$ cat src/rtl/mem_access_unit_if.sv
// Bus bundle between the MEM-stage access unit, the EX/MEM register and the data port.
// master = access unit, slave = pipeline/memory side.
interface mem_access_unit_if;
  logic        op_valid;
  logic [2:0]  op;
  logic [15:0] addr;
  logic [15:0] st_data;
  logic        flush;
  logic        mem_read;
  logic        mem_write;
  logic [1:0]  mem_byte_enable;
  logic [15:0] mem_address;
  logic [15:0] mem_wdata;
  logic        mem_resp;
  logic [15:0] mem_rdata;
  logic [15:0] mem_data;
  logic        mem_done;
  logic        mem_stall;

  modport master (
    input  op_valid, op, addr, st_data, flush, mem_resp, mem_rdata,
    output mem_read, mem_write, mem_byte_enable, mem_address, mem_wdata,
           mem_data, mem_done, mem_stall
  );

  modport slave (
    output op_valid, op, addr, st_data, flush, mem_resp, mem_rdata,
    input  mem_read, mem_write, mem_byte_enable, mem_address, mem_wdata,
           mem_data, mem_done, mem_stall
  );
endinterface

$ cat src/rtl/mem_access_unit.sv
// LC-3b MEM-stage initiator: sequences LDR/LDB/STR/STB and two-phase LDI/STI on the data port.
// Define MEM_PERF_CNT_EN to add the saturating stall_cycles counter.
module mem_access_unit #(
  parameter int CNT_WIDTH = 16
) (
  input  logic              clk,
  input  logic              reset_n,
  mem_access_unit_if.master bus
`ifdef MEM_PERF_CNT_EN
  ,
  output logic [CNT_WIDTH-1:0] stall_cycles
`endif
);

  if (CNT_WIDTH < 2) begin : g_cnt_width_check
    $error("CNT_WIDTH must be at least 2");
  end

  typedef enum logic [1:0] {
    S_IDLE,
    S_INDIRECT,
    S_ACCESS,
    S_DONE
  } state_e;

  typedef struct packed {
    logic is_mem;
    logic is_load;
    logic is_byte;
    logic is_ind;
  } op_dec_t;

  state_e      state_q, state_d;
  logic [15:0] ptr_q, ptr_d;
  logic [15:0] data_q, data_d;
  logic        squash_q, squash_d;

  op_dec_t     dec;
  logic [15:0] acc_addr;
  logic [7:0]  lane;
  logic [15:0] load_val;

  logic        rd, wr, done, stall;
  logic [1:0]  be;
  logic [15:0] adr, wd;

  always_comb begin
    dec = '0;
    unique case (bus.op)
      3'b001:  dec = '{is_mem: 1'b1, is_load: 1'b1, is_byte: 1'b0, is_ind: 1'b0};
      3'b010:  dec = '{is_mem: 1'b1, is_load: 1'b1, is_byte: 1'b1, is_ind: 1'b0};
      3'b011:  dec = '{is_mem: 1'b1, is_load: 1'b0, is_byte: 1'b0, is_ind: 1'b0};
      3'b100:  dec = '{is_mem: 1'b1, is_load: 1'b0, is_byte: 1'b1, is_ind: 1'b0};
      3'b101:  dec = '{is_mem: 1'b1, is_load: 1'b1, is_byte: 1'b0, is_ind: 1'b1};
      3'b110:  dec = '{is_mem: 1'b1, is_load: 1'b0, is_byte: 1'b0, is_ind: 1'b1};
      default: dec = '0;
    endcase
  end

  // Second-phase address of an indirect op comes from the fetched pointer.
  assign acc_addr = dec.is_ind ? ptr_q : bus.addr;
  assign lane     = acc_addr[0] ? bus.mem_rdata[15:8] : bus.mem_rdata[7:0];
  assign load_val = dec.is_byte ? {{8{lane[7]}}, lane} : bus.mem_rdata;

  always_comb begin
    state_d  = state_q;
    ptr_d    = ptr_q;
    data_d   = data_q;
    squash_d = squash_q;
    rd       = 1'b0;
    wr       = 1'b0;
    be       = 2'b00;
    adr      = 16'h0000;
    wd       = 16'h0000;
    done     = 1'b0;
    stall    = 1'b0;

    unique case (state_q)
      S_IDLE: begin
        squash_d = 1'b0;
        if (bus.op_valid && !bus.flush) begin
          if (dec.is_mem) begin
            stall   = 1'b1;
            state_d = dec.is_ind ? S_INDIRECT : S_ACCESS;
          end else begin
            done = 1'b1;
          end
        end
      end

      S_INDIRECT: begin
        stall = 1'b1;
        rd    = 1'b1;
        adr   = {bus.addr[15:1], 1'b0};
        if (bus.flush) squash_d = 1'b1;
        if (bus.mem_resp) begin
          ptr_d   = bus.mem_rdata;
          // A squashed indirect never issues its second phase.
          state_d = (bus.flush || squash_q) ? S_DONE : S_ACCESS;
        end
      end

      S_ACCESS: begin
        stall = 1'b1;
        adr   = dec.is_byte ? acc_addr : {acc_addr[15:1], 1'b0};
        if (dec.is_load) begin
          rd = 1'b1;
        end else begin
          wr = 1'b1;
          be = dec.is_byte ? (acc_addr[0] ? 2'b10 : 2'b01) : 2'b11;
          wd = dec.is_byte ? {2{bus.st_data[7:0]}} : bus.st_data;
        end
        if (bus.flush) squash_d = 1'b1;
        if (bus.mem_resp) begin
          state_d = S_DONE;
          if (dec.is_load && !bus.flush && !squash_q) data_d = load_val;
        end
      end

      S_DONE: begin
        done    = !squash_q;
        state_d = S_IDLE;
      end

      default: state_d = S_IDLE;
    endcase
  end

  always_ff @(posedge clk or negedge reset_n) begin
    if (!reset_n) begin
      state_q  <= S_IDLE;
      ptr_q    <= 16'h0000;
      data_q   <= 16'h0000;
      squash_q <= 1'b0;
    end else begin
      state_q  <= state_d;
      ptr_q    <= ptr_d;
      data_q   <= data_d;
      squash_q <= squash_d;
    end
  end

  // Handshake outputs are forced low while reset is held so they drop asynchronously.
  assign bus.mem_read        = rd;
  assign bus.mem_write       = wr;
  assign bus.mem_byte_enable = be;
  assign bus.mem_address     = adr;
  assign bus.mem_wdata       = wd;
  assign bus.mem_data        = data_q;
  assign bus.mem_done        = done && reset_n;
  assign bus.mem_stall       = stall && reset_n;

`ifdef MEM_PERF_CNT_EN
  logic [CNT_WIDTH-1:0] cnt_q;

  always_ff @(posedge clk or negedge reset_n) begin
    if (!reset_n) begin
      cnt_q <= '0;
    end else if (stall && (cnt_q != '1)) begin
      cnt_q <= cnt_q + CNT_WIDTH'(1);
    end
  end

  assign stall_cycles = cnt_q;
`endif

endmodule

$ cat src/flat_wrapper.sv
// flat-port wrapper written by rule: the top's interface ports become plain ports
module mem_access_unit_flat 
#(
  parameter int CNT_WIDTH = 16
)
  (clk, reset_n, bus_op_valid, bus_op, bus_addr, bus_st_data, bus_flush, bus_mem_resp, bus_mem_rdata, bus_mem_read, bus_mem_write, bus_mem_byte_enable, bus_mem_address, bus_mem_wdata, bus_mem_data, bus_mem_done, bus_mem_stall);
  mem_access_unit_if bus_i ();
  input  logic clk;
  input  logic reset_n;
  input wire logic [$bits(bus_i.op_valid)-1:0] bus_op_valid;
  input wire logic [$bits(bus_i.op)-1:0] bus_op;
  input wire logic [$bits(bus_i.addr)-1:0] bus_addr;
  input wire logic [$bits(bus_i.st_data)-1:0] bus_st_data;
  input wire logic [$bits(bus_i.flush)-1:0] bus_flush;
  input wire logic [$bits(bus_i.mem_resp)-1:0] bus_mem_resp;
  input wire logic [$bits(bus_i.mem_rdata)-1:0] bus_mem_rdata;
  output wire logic [$bits(bus_i.mem_read)-1:0] bus_mem_read;
  output wire logic [$bits(bus_i.mem_write)-1:0] bus_mem_write;
  output wire logic [$bits(bus_i.mem_byte_enable)-1:0] bus_mem_byte_enable;
  output wire logic [$bits(bus_i.mem_address)-1:0] bus_mem_address;
  output wire logic [$bits(bus_i.mem_wdata)-1:0] bus_mem_wdata;
  output wire logic [$bits(bus_i.mem_data)-1:0] bus_mem_data;
  output wire logic [$bits(bus_i.mem_done)-1:0] bus_mem_done;
  output wire logic [$bits(bus_i.mem_stall)-1:0] bus_mem_stall;
  assign bus_i.op_valid = bus_op_valid;
  assign bus_i.op = bus_op;
  assign bus_i.addr = bus_addr;
  assign bus_i.st_data = bus_st_data;
  assign bus_i.flush = bus_flush;
  assign bus_i.mem_resp = bus_mem_resp;
  assign bus_i.mem_rdata = bus_mem_rdata;
  assign bus_mem_read = bus_i.mem_read;
  assign bus_mem_write = bus_i.mem_write;
  assign bus_mem_byte_enable = bus_i.mem_byte_enable;
  assign bus_mem_address = bus_i.mem_address;
  assign bus_mem_wdata = bus_i.mem_wdata;
  assign bus_mem_data = bus_i.mem_data;
  assign bus_mem_done = bus_i.mem_done;
  assign bus_mem_stall = bus_i.mem_stall;
  mem_access_unit #(.CNT_WIDTH(CNT_WIDTH)) u_core (.clk(clk), .reset_n(reset_n), .bus(bus_i));
endmodule
$ cat config.mk
export PLATFORM = sky130hd
export DESIGN_NAME = mem_access_unit_flat
export DESIGN_NICKNAME = d
export VERILOG_FILES = /design/src/rtl/mem_access_unit_if.sv /design/src/rtl/mem_access_unit.sv /design/src/flat_wrapper.sv
export SDC_FILE = /design/constraint.sdc
export NUM_CORES = 1
export LEC_CHECK = 0
export CAP_MARGIN = 20
export CORE_AREA = 2 2 57 112
export CTS_BUF_LIST = sky130_fd_sc_hd__clkbuf_4 sky130_fd_sc_hd__clkbuf_8
export CTS_CLUSTER_SIZE = 25
export DETAILED_ROUTE_END_ITERATION = 16
export DIE_AREA = 0 0 59 114
export GPL_ROUTABILITY_DRIVEN = 0
export PLACE_DENSITY = 0.76
export SYNTH_ARGS = -nofsm -noshare
export SYNTH_HDL_FRONTEND = slang
export SYNTH_SLANG_ARGS = --single-unit
export TNS_END_PERCENT = 1
$ cat constraint.sdc
create_clock -name clk -period 1.9 [get_ports clk]
set_input_delay 0.475 -clock clk [delete_from_list [all_inputs] [get_ports clk]]
set_output_delay 0.475 -clock clk [all_outputs]
set_load 0.01 [all_outputs]
-- After elaboration in Yosys (flattened, before gate mapping)
Cells that the tools add are included.
- eq/ne operators: 14
- multiplexer cells: 32
- reductions and logical operators: 15
- operators with widths (kind ; number):
    $mux W16 ; 5
    $pmux W16 S2 ; 1
    $pmux W4 S6 ; 1
    $mux W2 ; 9
    $mux W1 ; 10
    $eq A3 B3 Y1 const B ; 3
    $mux W8 ; 1
    $pmux W1 S2 ; 4
    $pmux W2 S4 ; 1
    $eq A3 B2 Y1 const B ; 2
    $ne A2 B1 Y1 const B ; 3
    $logic_and A1 B1 Y1 ; 5
    $eq A2 B2 Y1 const B ; 2
    $ne A2 B2 Y1 const B ; 2
    $reduce_and A2 Y1 ; 2
    $reduce_and A4 Y1 ; 1
    $eq A3 B1 Y1 const B ; 1
    $reduce_and A3 Y1 ; 1
    $eq A2 B1 Y1 const B ; 1
    $logic_not A1 Y1 ; 2
    $logic_not A2 Y1 ; 1
    $reduce_bool A2 Y1 ; 1
    $reduce_or A2 Y1 ; 1
    $logic_or A1 B1 Y1 ; 1
- register bits: 35
- bits of input ports: 56
- output and inout bits: 54
- logic and storage cells: 65

-- Logic depth before layout (Yosys ltp)
Gate-level depths: netlist of the first run.
- depth in word-level cells: 7
- mapped depth: 6
- depth with buffers taken out: 6

-- Least setup slack after synthesis of the first run
No wires, ideal clock.
- path kind: input to output
- from: input bus_op[0]
- to: output bus_mem_byte_enable[0]
- data arrival time: 1457 ps
- data required time: 1425 ps
- setup slack: -32 ps
- stages: 6
- path buffers: 2
- path through: buf_4 -> nor2b_1 -> nor2_2 -> nand2_1 -> buf_2 -> a21oi_1
- word-level cells in the longest chain between the ends: 7
- elaborated cells between the ends (all ways): 12
- classes of those cells: eq/ne (6); mux (6)
- RTL lines (item ; RTL line ; source):
    start: declaration ; flat_wrapper.sv:11 ; input wire logic [$bits(bus_i.op)-1:0] bus_op;
    $eq A3 B3 Y1 (tied with other cells) ; mem_access_unit.sv:49 ; unique case (bus.op)
    $pmux W4 S6 (*) ; mem_access_unit.sv:49 ;
    $mux W16 ; mem_access_unit.sv:61 ; assign acc_addr = dec.is_ind ? ptr_q : bus.addr;
    $mux W2 (2 in series) ; mem_access_unit.sv:110 ; be = dec.is_byte ? (acc_addr[0] ? 2'b10 : 2'b01) : 2'b11;
    $mux W2 (*) ; mem_access_unit.sv:106 ; if (dec.is_load) begin
    $mux W2 (*) ; mem_access_unit.sv:78 ; unique case (state_q)
    end: declaration ; flat_wrapper.sv:19 ; output wire logic [$bits(bus_i.mem_byte_enable)-1:0] bus_mem_byte_enable;
Every way passes the cells marked *; elsewhere a longest branch is shown, timed or not.

-- Worst setup path after layout of the first run
- from: register u_core.state_q[1]
- to: output bus_mem_address[15]
- word-level cells in the longest chain between the ends: 2
- elaborated cells between the ends (all ways): 3
- classes of those cells: eq/ne (2); mux (1)
- RTL lines (item ; RTL line ; source):
    start: declaration ; mem_access_unit.sv:33 ; state_e state_q, state_d;
    start signal: assignment ; mem_access_unit.sv:136 ; state_q <= state_d;
    $eq A2 B2 Y1 or $eq A2 B1 Y1 (tied branches) ; mem_access_unit.sv:78 ;
    $pmux W16 S2 (*) ; mem_access_unit.sv:78 ;
    end: declaration ; flat_wrapper.sv:20 ; output wire logic [$bits(bus_i.mem_address)-1:0] bus_mem_address;
Marks and branches as above.

==> impl_results.md, run 1 <==
- # setup viols final: 38
- Hpwl dp: 5150 um
- Hold Vio Cnt, Final: 0
- Mapped cell area: 2080 um2
- Final WS setup: -337 ps
- R2R setup slack: 110 ps
- Syn Inst Count: 215
- Top cell type's share of synthesized area: 0.409
- Synth cell types: 36
- Die W: 59 um
- Reg2reg end: u_core.state_q[0]
- Post-synth EDFFs: 0
- Number of synthesized register bits: 34
- # diodes: 0
- Pwr dens: 1340 nW/um2
- Slowest CP cell: dfrtp_1
- Layout cells sized above 1: 0.372
- Leakage: 0.00175 uW
- Post-Place Cell Area: 3420 um2
- Number of port buffers: 109
- DR pass1 iterations: 5
- Post-Route WL: 7440 um
- Arrival time at the worst endpoint: 1760 ps
- Post-Layout Cell Count: 423
- Num rows: 40
- Hold Crit Class: primary input to async pin
- Nets: 420
- Clk sinks: 34
- Worst-path cell chain: buf_6, ha_4, a21boi_4, o21a_4, a22o_1, buf_2
- Fillers: 495
- Starting Density: 0.352
- Layout Skew: 4.49 ps
- Async S/R FF share, synth: 1.00
- Ys Warns: 0
- Cell taking the most area after synthesis: dfrtp_1
- Minimum clock period: 2240 ps
- Wire length per cell: 17.6 um
- Register area: 851 um2
- Slew Limit Headroom: 0.706
- Total routing usage reported by global routing: 0.228
- Antenna violations before repair: 0
- First-pass GRT wire length: 12,000 um
- Post-CTS Hold Fix Bufs: 0
- Peak VDD IR: 0.843 mV
- Slowest stage delay, CP: 420 ps
- Final Max Tran Viols: 0
- H-tree depth: 2
- DR DRC count: 0
- F_max: 447 MHz
- Unrepaired setup endpoints after global routing: yes
- CP endpoint kind: output port
- Status: complete, but fails checks
- Setup crit start kind: flop
- Crit path kind: flop to output port
- Routed vias: 2,261
- Largest net degree at the start of global routing: 35
- Post-synthesis sequential area ratio: 0.409
- Reg clk slew, reported paths: 70 ps
- Reg2Reg Depth: 8
- CTS tree: done
- Synth area leaders: dfrtp_1 (41%), mux2_2 (8.1%), nand2_1 (7.0%), a22o_1 (6.7%), mux2i_1 (5.8%)
- Final Cycle Share: 1.18
- Synth top cells by count: nand2_1 (39), dfrtp_1 (34), a21oi_1 (17)
- Required @ worst endpoint: 1420 ps
- DRT iter0 DRCs: 117
- CTS Buffer Depth: 2
- CP max FO: 8
- Syn_nets: 276
- Area growth syn-to-layout: 76.4%
- Count leader, synth: nand2_1
- Io pins: 110
- Max Cap Viol: 0
- GRT overflow: 0
- R2R Path Start: u_core.state_q[0]
- Vias per std cell: 5.35
- Worst slew pin tran: 441 ps
- Die area: 6730 um2
- Failing checks: negative setup slack
- Worst skew pair latency: 290 ps
- Placed cell count: 405
- DRT antenna net count: 0
- Syn avg cell area: 9.67 um2
- Chip Height: 114 um
- Finished Cell Area: 3670 um2
- CTS buffer count: 5
- Number of global-route vias before repair: 2,455
- Multi-input logic area: 1280 um2
- Core Footprint: 5910 um2
- Root Buffer: clkbuf_8
- Final Total Pwr: 4910 uW
- Post-synth top flop: dfrtp_1
==> kinds of logic (layout without fill, tap and decap cells) <==
| group | Yosys count | after routing | synth area share |
|---|---|---|---|
| buffers and inverters | 17 | 161 | 0.0505 |
| multiplexers | 27 | 27 | 0.139 |
| XOR/XNOR | 3 | 3 | 0.0199 |
| AND/OR/NAND/NOR | 68 | 68 | 0.158 |
| AO/OA/AOI/OAI | 61 | 62 | 0.193 |
| adder cells (fa/ha/maj) | 5 | 5 | 0.0301 |
| flip-flops | 34 | 34 | 0.409 |
==> power breakdown <==
group / switching, uW / total, uW / leakage [uW] / internal [uW]
Sequential: 217 / 1280 / 0.000428 / 1070
Clock: 285 / 811 / 0.0000683 / 526
Combinational: 1310 / 2820 / 0.00126 / 1510
==> worst max-delay path: cells and delay by family (launching register included) <==
kind | cells | cell delay (ps)
AO/OA/AOI/OAI | 3 | 610
flip-flops | 1 | 420
buffers and inverters | 2 | 270
adder cells (fa/ha/maj) | 1 | 170
==> repair_timing <==
action,4_1_cts,5_1_grt
gates cloned,2,0
setup endpoints to repair,50,38
gates resized for setup,191,7
hold endpoints to repair,0,0
pin swaps,16,17
buffers inserted,5,4
==> layer usage <==
metal,vias to the layer above,global-route usage,share of wire
li1,1052,-,-
met1,1086,0.289,0.41
met2,103,0.381,0.51
met3,20,0.0476,0.058
met4,0,0.0712,0.023
met5,-,0,0
==> cells in the final DEF (no fill, tap or decap), types with 2 or more instances in the layout <==
cell              n
inv_2             3
clkdlybuf4s15_2   5
bufinv_16         2
mux2_2           15
nor3_2            2
buf_4            32
o21a_4            2
nand2_4           2
nor2_1            4
a22o_1           16
xor2_4            2
o21ai_0           5
ha_1              2
nor2_2            2
mux2i_1          12
nor2_4            2
nor2b_2           2
clkbuf_8          5
clkdlybuf4s50_1  67
o21ai_1          15
ha_4              3
buf_12            3
dfrtp_1          34
and3_1            8
a21oi_1          16
buf_6             6
buf_2            34
nand2_1          36
==> worst max path at each step <==
stage / end / startpoint / cells past startpoint
5_1_grt: bus_mem_address[8] / u_core.state_q[1] / 8
2_1_floorplan: bus_mem_byte_enable[0] / bus_op[0] / 6
3_5_place_dp: bus_mem_wdata[9] / bus_op[1] / 7
3_3_place_gp: bus_mem_wdata[10] / bus_op[1] / 7
4_1_cts: bus_mem_address[15] / u_core.state_q[1] / 6
6_report: bus_mem_address[15] / u_core.state_q[1] / 6
==> flip-flops by register name (all words and copies together), names as in the netlist <==
signal	flops
u_core.bus.mem_data	16
u_core.ptr_q	15
u_core.squash_q	1
u_core.state_q	2
==> through the flow <==
| stage | utilization | TNS (ps) | hold WS (ps) | worst slack (ps) |
|---|---|---|---|---|
| floorplan | - | -285 | 179 | -31.7 |
| global placement | 0.580 | -40260 | 464 | -1010 |
| detailed placement | 0.580 | -41720 | 475 | -1070 |
| CTS | 0.613 | -9390 | 273 | -340 |
| global route | 0.621 | -11580 | 300 | -380 |
| finish | 0.621 | -9340 | 259 | -337 |
==> cell type report <==
type,count,area share
Clock inverter,3,0.0188
Timing Repair Buffer,149,0.355
Sequential cell,34,0.232
Clock buffer,5,0.0188
Tap cell,63,0.0215
Multi-Input combinational cell,165,0.350
Inverter,4,0.00409
Note: power is estimated with default switching activity, not from simulation.
==> inputs of run 2 (changes only) <==
- CORE_AREA: 2 2 57 112 -> 2 2 54 107
- DIE_AREA: 0 0 59 114 -> 0 0 56 109
- PLACE_DENSITY: 0.76 -> 0.8
- clock period: 1.9 -> 2.45 ns (I/O delays scaled with it)
==> run 2 against run 1 <==
  * The flow still finishes with violations (negative setup slack)
  * Sequential share of layout area up 0.49 points
  * Worst setup slack better by 320 ps
  * Register-to-register slack gained 650 ps
  * Hold slack improved by 150 ps
  * Wire length down 4.2%
  * Critical endpoint is now bus_mem_address[11]
==> impl_results.md, run 2 (synthesized netlist as in run 1, its figures left out) <==
- Status: complete, but fails checks
- Failing checks: negative setup slack
- Core Footprint: 5330 um2 (-9.8%)
- # setup viols final: 5 (-87%)
- GRT overflow: 0 (unchanged)
- Io pins: 110 (unchanged)
- CTS buffer count: 5 (unchanged)
- Layout cells sized above 1: 0.383 (+0.0111)
- Slew Limit Headroom: 0.708 (+0.00187)
- Chip Height: 109 um (-4.4%)
- F_max: 405 MHz
- Number of port buffers: 109 (unchanged)
- TNS Setup: -54.3 ps (+9290 ps)
- Commonest non-fill, non-tap cell in the layout: clkdlybuf4s50_1
- Starting Density: 0.391 (+0.0384)
- Final WS setup: -20.2 ps (+317 ps)
- Reg2reg end: u_core.state_q[1]
- DR DRC count: 0 (unchanged)
- Reg2Reg Depth: 7 (-1)
- Die W: 56 um (-5.1%)
- First-pass GRT wire length: 11,500 um (-3.5%)
- Vias per std cell: 5.36 (+0.22%)
- Final Max Tran Viols: 0 (unchanged)
- Num rows: 38 (-5.0%)
- Unrepaired setup endpoints after global routing: yes
- Post-Route WL: 7130 um (-4.2%)
- CTS tree: done
- Crit path kind: flop to output port
- Hold Crit Class: primary input to async pin
- Setup crit start kind: flop
- Max Cap Viol: 0 (unchanged)
- Required @ worst endpoint: 1840 ps (+420 ps)
- Number of flip-flops in the largest register: 16 (unchanged)
- Arrival time at the worst endpoint: 1860 ps (+100 ps)
- Wire length per cell: 17.0 um (-3.5%)
- R2R Path Start: u_core.state_q[0]
- Worst slew pin tran: 438 ps (-2.81 ps)
- Minimum clock period: 2470 ps
- Hpwl dp: 5040 um (-2.1%)
- DR pass1 iterations: 4 (-1)
- Largest net degree at the start of global routing: 35 (unchanged)
- DRT antenna net count: 0 (unchanged)
- Commonest cells after routing, fill and taps aside: clkdlybuf4s50_1 (68), buf_4 (34), dfrtp_1 (33)
- Placed cell count: 400 (-1.2%)
- Area growth syn-to-layout: 73.0%
- Hold Vio Cnt, Final: 0 (unchanged)
- Routed vias: 2,250 (-0.49%)
- Pwr dens: 1020 nW/um2 (-24%)
- CP Launch Point: u_core.state_q[0]
- Root Buffer: clkbuf_8
- H-tree depth: 2 (unchanged)
- CP endpoint kind: output port
- Leakage: 0.00174 uW (-0.93%)
- Final Cycle Share: 1.01
- Post-Layout Cell Count: 420 (-0.71%)
- # diodes: 0 (unchanged)
- CP max FO: 7 (-1)
- Total routing usage reported by global routing: 0.238 (+0.0100)
- Die area: 6100 um2 (-9.2%)
- Reg clk slew, reported paths: 80 ps (about the same)
- DRT iter0 DRCs: 95 (-19%)
- Worst skew pair latency: 290 ps (about the same)
- R2R setup slack: 760 ps (+650 ps)
- Nets: 420 (unchanged)
- Antenna violations before repair: 0 (unchanged)
- Number of global-route vias before repair: 2,432 (-0.94%)
- Layout Skew: 5.91 ps (+1.42 ps)
- Peak VDD IR: 0.685 mV (-19%)
- Final Total Pwr: 3680 uW (-25%)
- Clk sinks: 34 (unchanged)
- CTS Buffer Depth: 2 (unchanged)
-- run 2: timing repair --
action / 4_1_cts / 5_1_grt
pin swaps: 13 / 3
setup endpoints to repair: 38 / 29
hold buffers: 0 / 0
resized for setup: 167 / 21
setup buffers: 11 / 1
-- run 2: area by class of cell --
| cell class | instances | area [um2] |
|---|---|---|
| fillers | 412 | 1730 |
| well taps | 60 | 75.1 |
| flip-flops and latches | 34 | 852 |
| multi-input cells | 164 | 1250 |
| repair buffers | 150 | 1260 |
| clock inverters | 3 | 68.8 |
| inverters | 4 | 15.0 |
| clock buffers | 5 | 68.8 |
-- run 2: per-layer routing --
metal	global-route usage	share of wire	up-vias
met5	0	0	-
met4	0.114	0.028	0
met3	0.0463	0.070	25
met2	0.410	0.52	117
met1	0.282	0.38	1054
li1	-	-	1054
-- run 2: how the worst max path moves through the flow --
stage | to
after floorplan | bus_mem_byte_enable[0]
after global placement | bus_mem_address[3]
after detailed placement | bus_mem_wdata[14]
after CTS | bus_mem_address[11]
after global routing | bus_mem_address[12]
final | bus_mem_address[11]
-- run 2: power by group --
part | switching (uW) | total [uW] | leakage [uW] | internal, uW
Sequential | 168 | 997 | 0.000427 | 829
Clock | 224 | 631 | 0.0000683 | 408
Combinational | 946 | 2050 | 0.00124 | 1100
Total | 1340 | 3680 | 0.00174 | 2340
-- run 2: critical path: stages, from the launching register on --
cell,delay [ps]
dfrtp_1,370
inv_2,90
ha_4,170
a21boi_2,150
o21a_4,200
buf_6,140
buf_4,130
a22o_1,170
buf_2,140
-- run 2: metrics by stage --
| stage | setup slack [ps] | cell area [um2] | utilization | hold WS (ps) |
|---|---|---|---|---|
| finish | -20.2 | 3600 | 0.676 | 406 |
| global route | -59.9 | 3600 | 0.676 | 439 |
| CTS | -19.4 | 3610 | 0.679 | 408 |
| detailed placement | -821 | 3390 | 0.637 | 486 |
| global placement | -703 | 3390 | 0.637 | 465 |
| floorplan | 243 | 2080 | - | 317 |
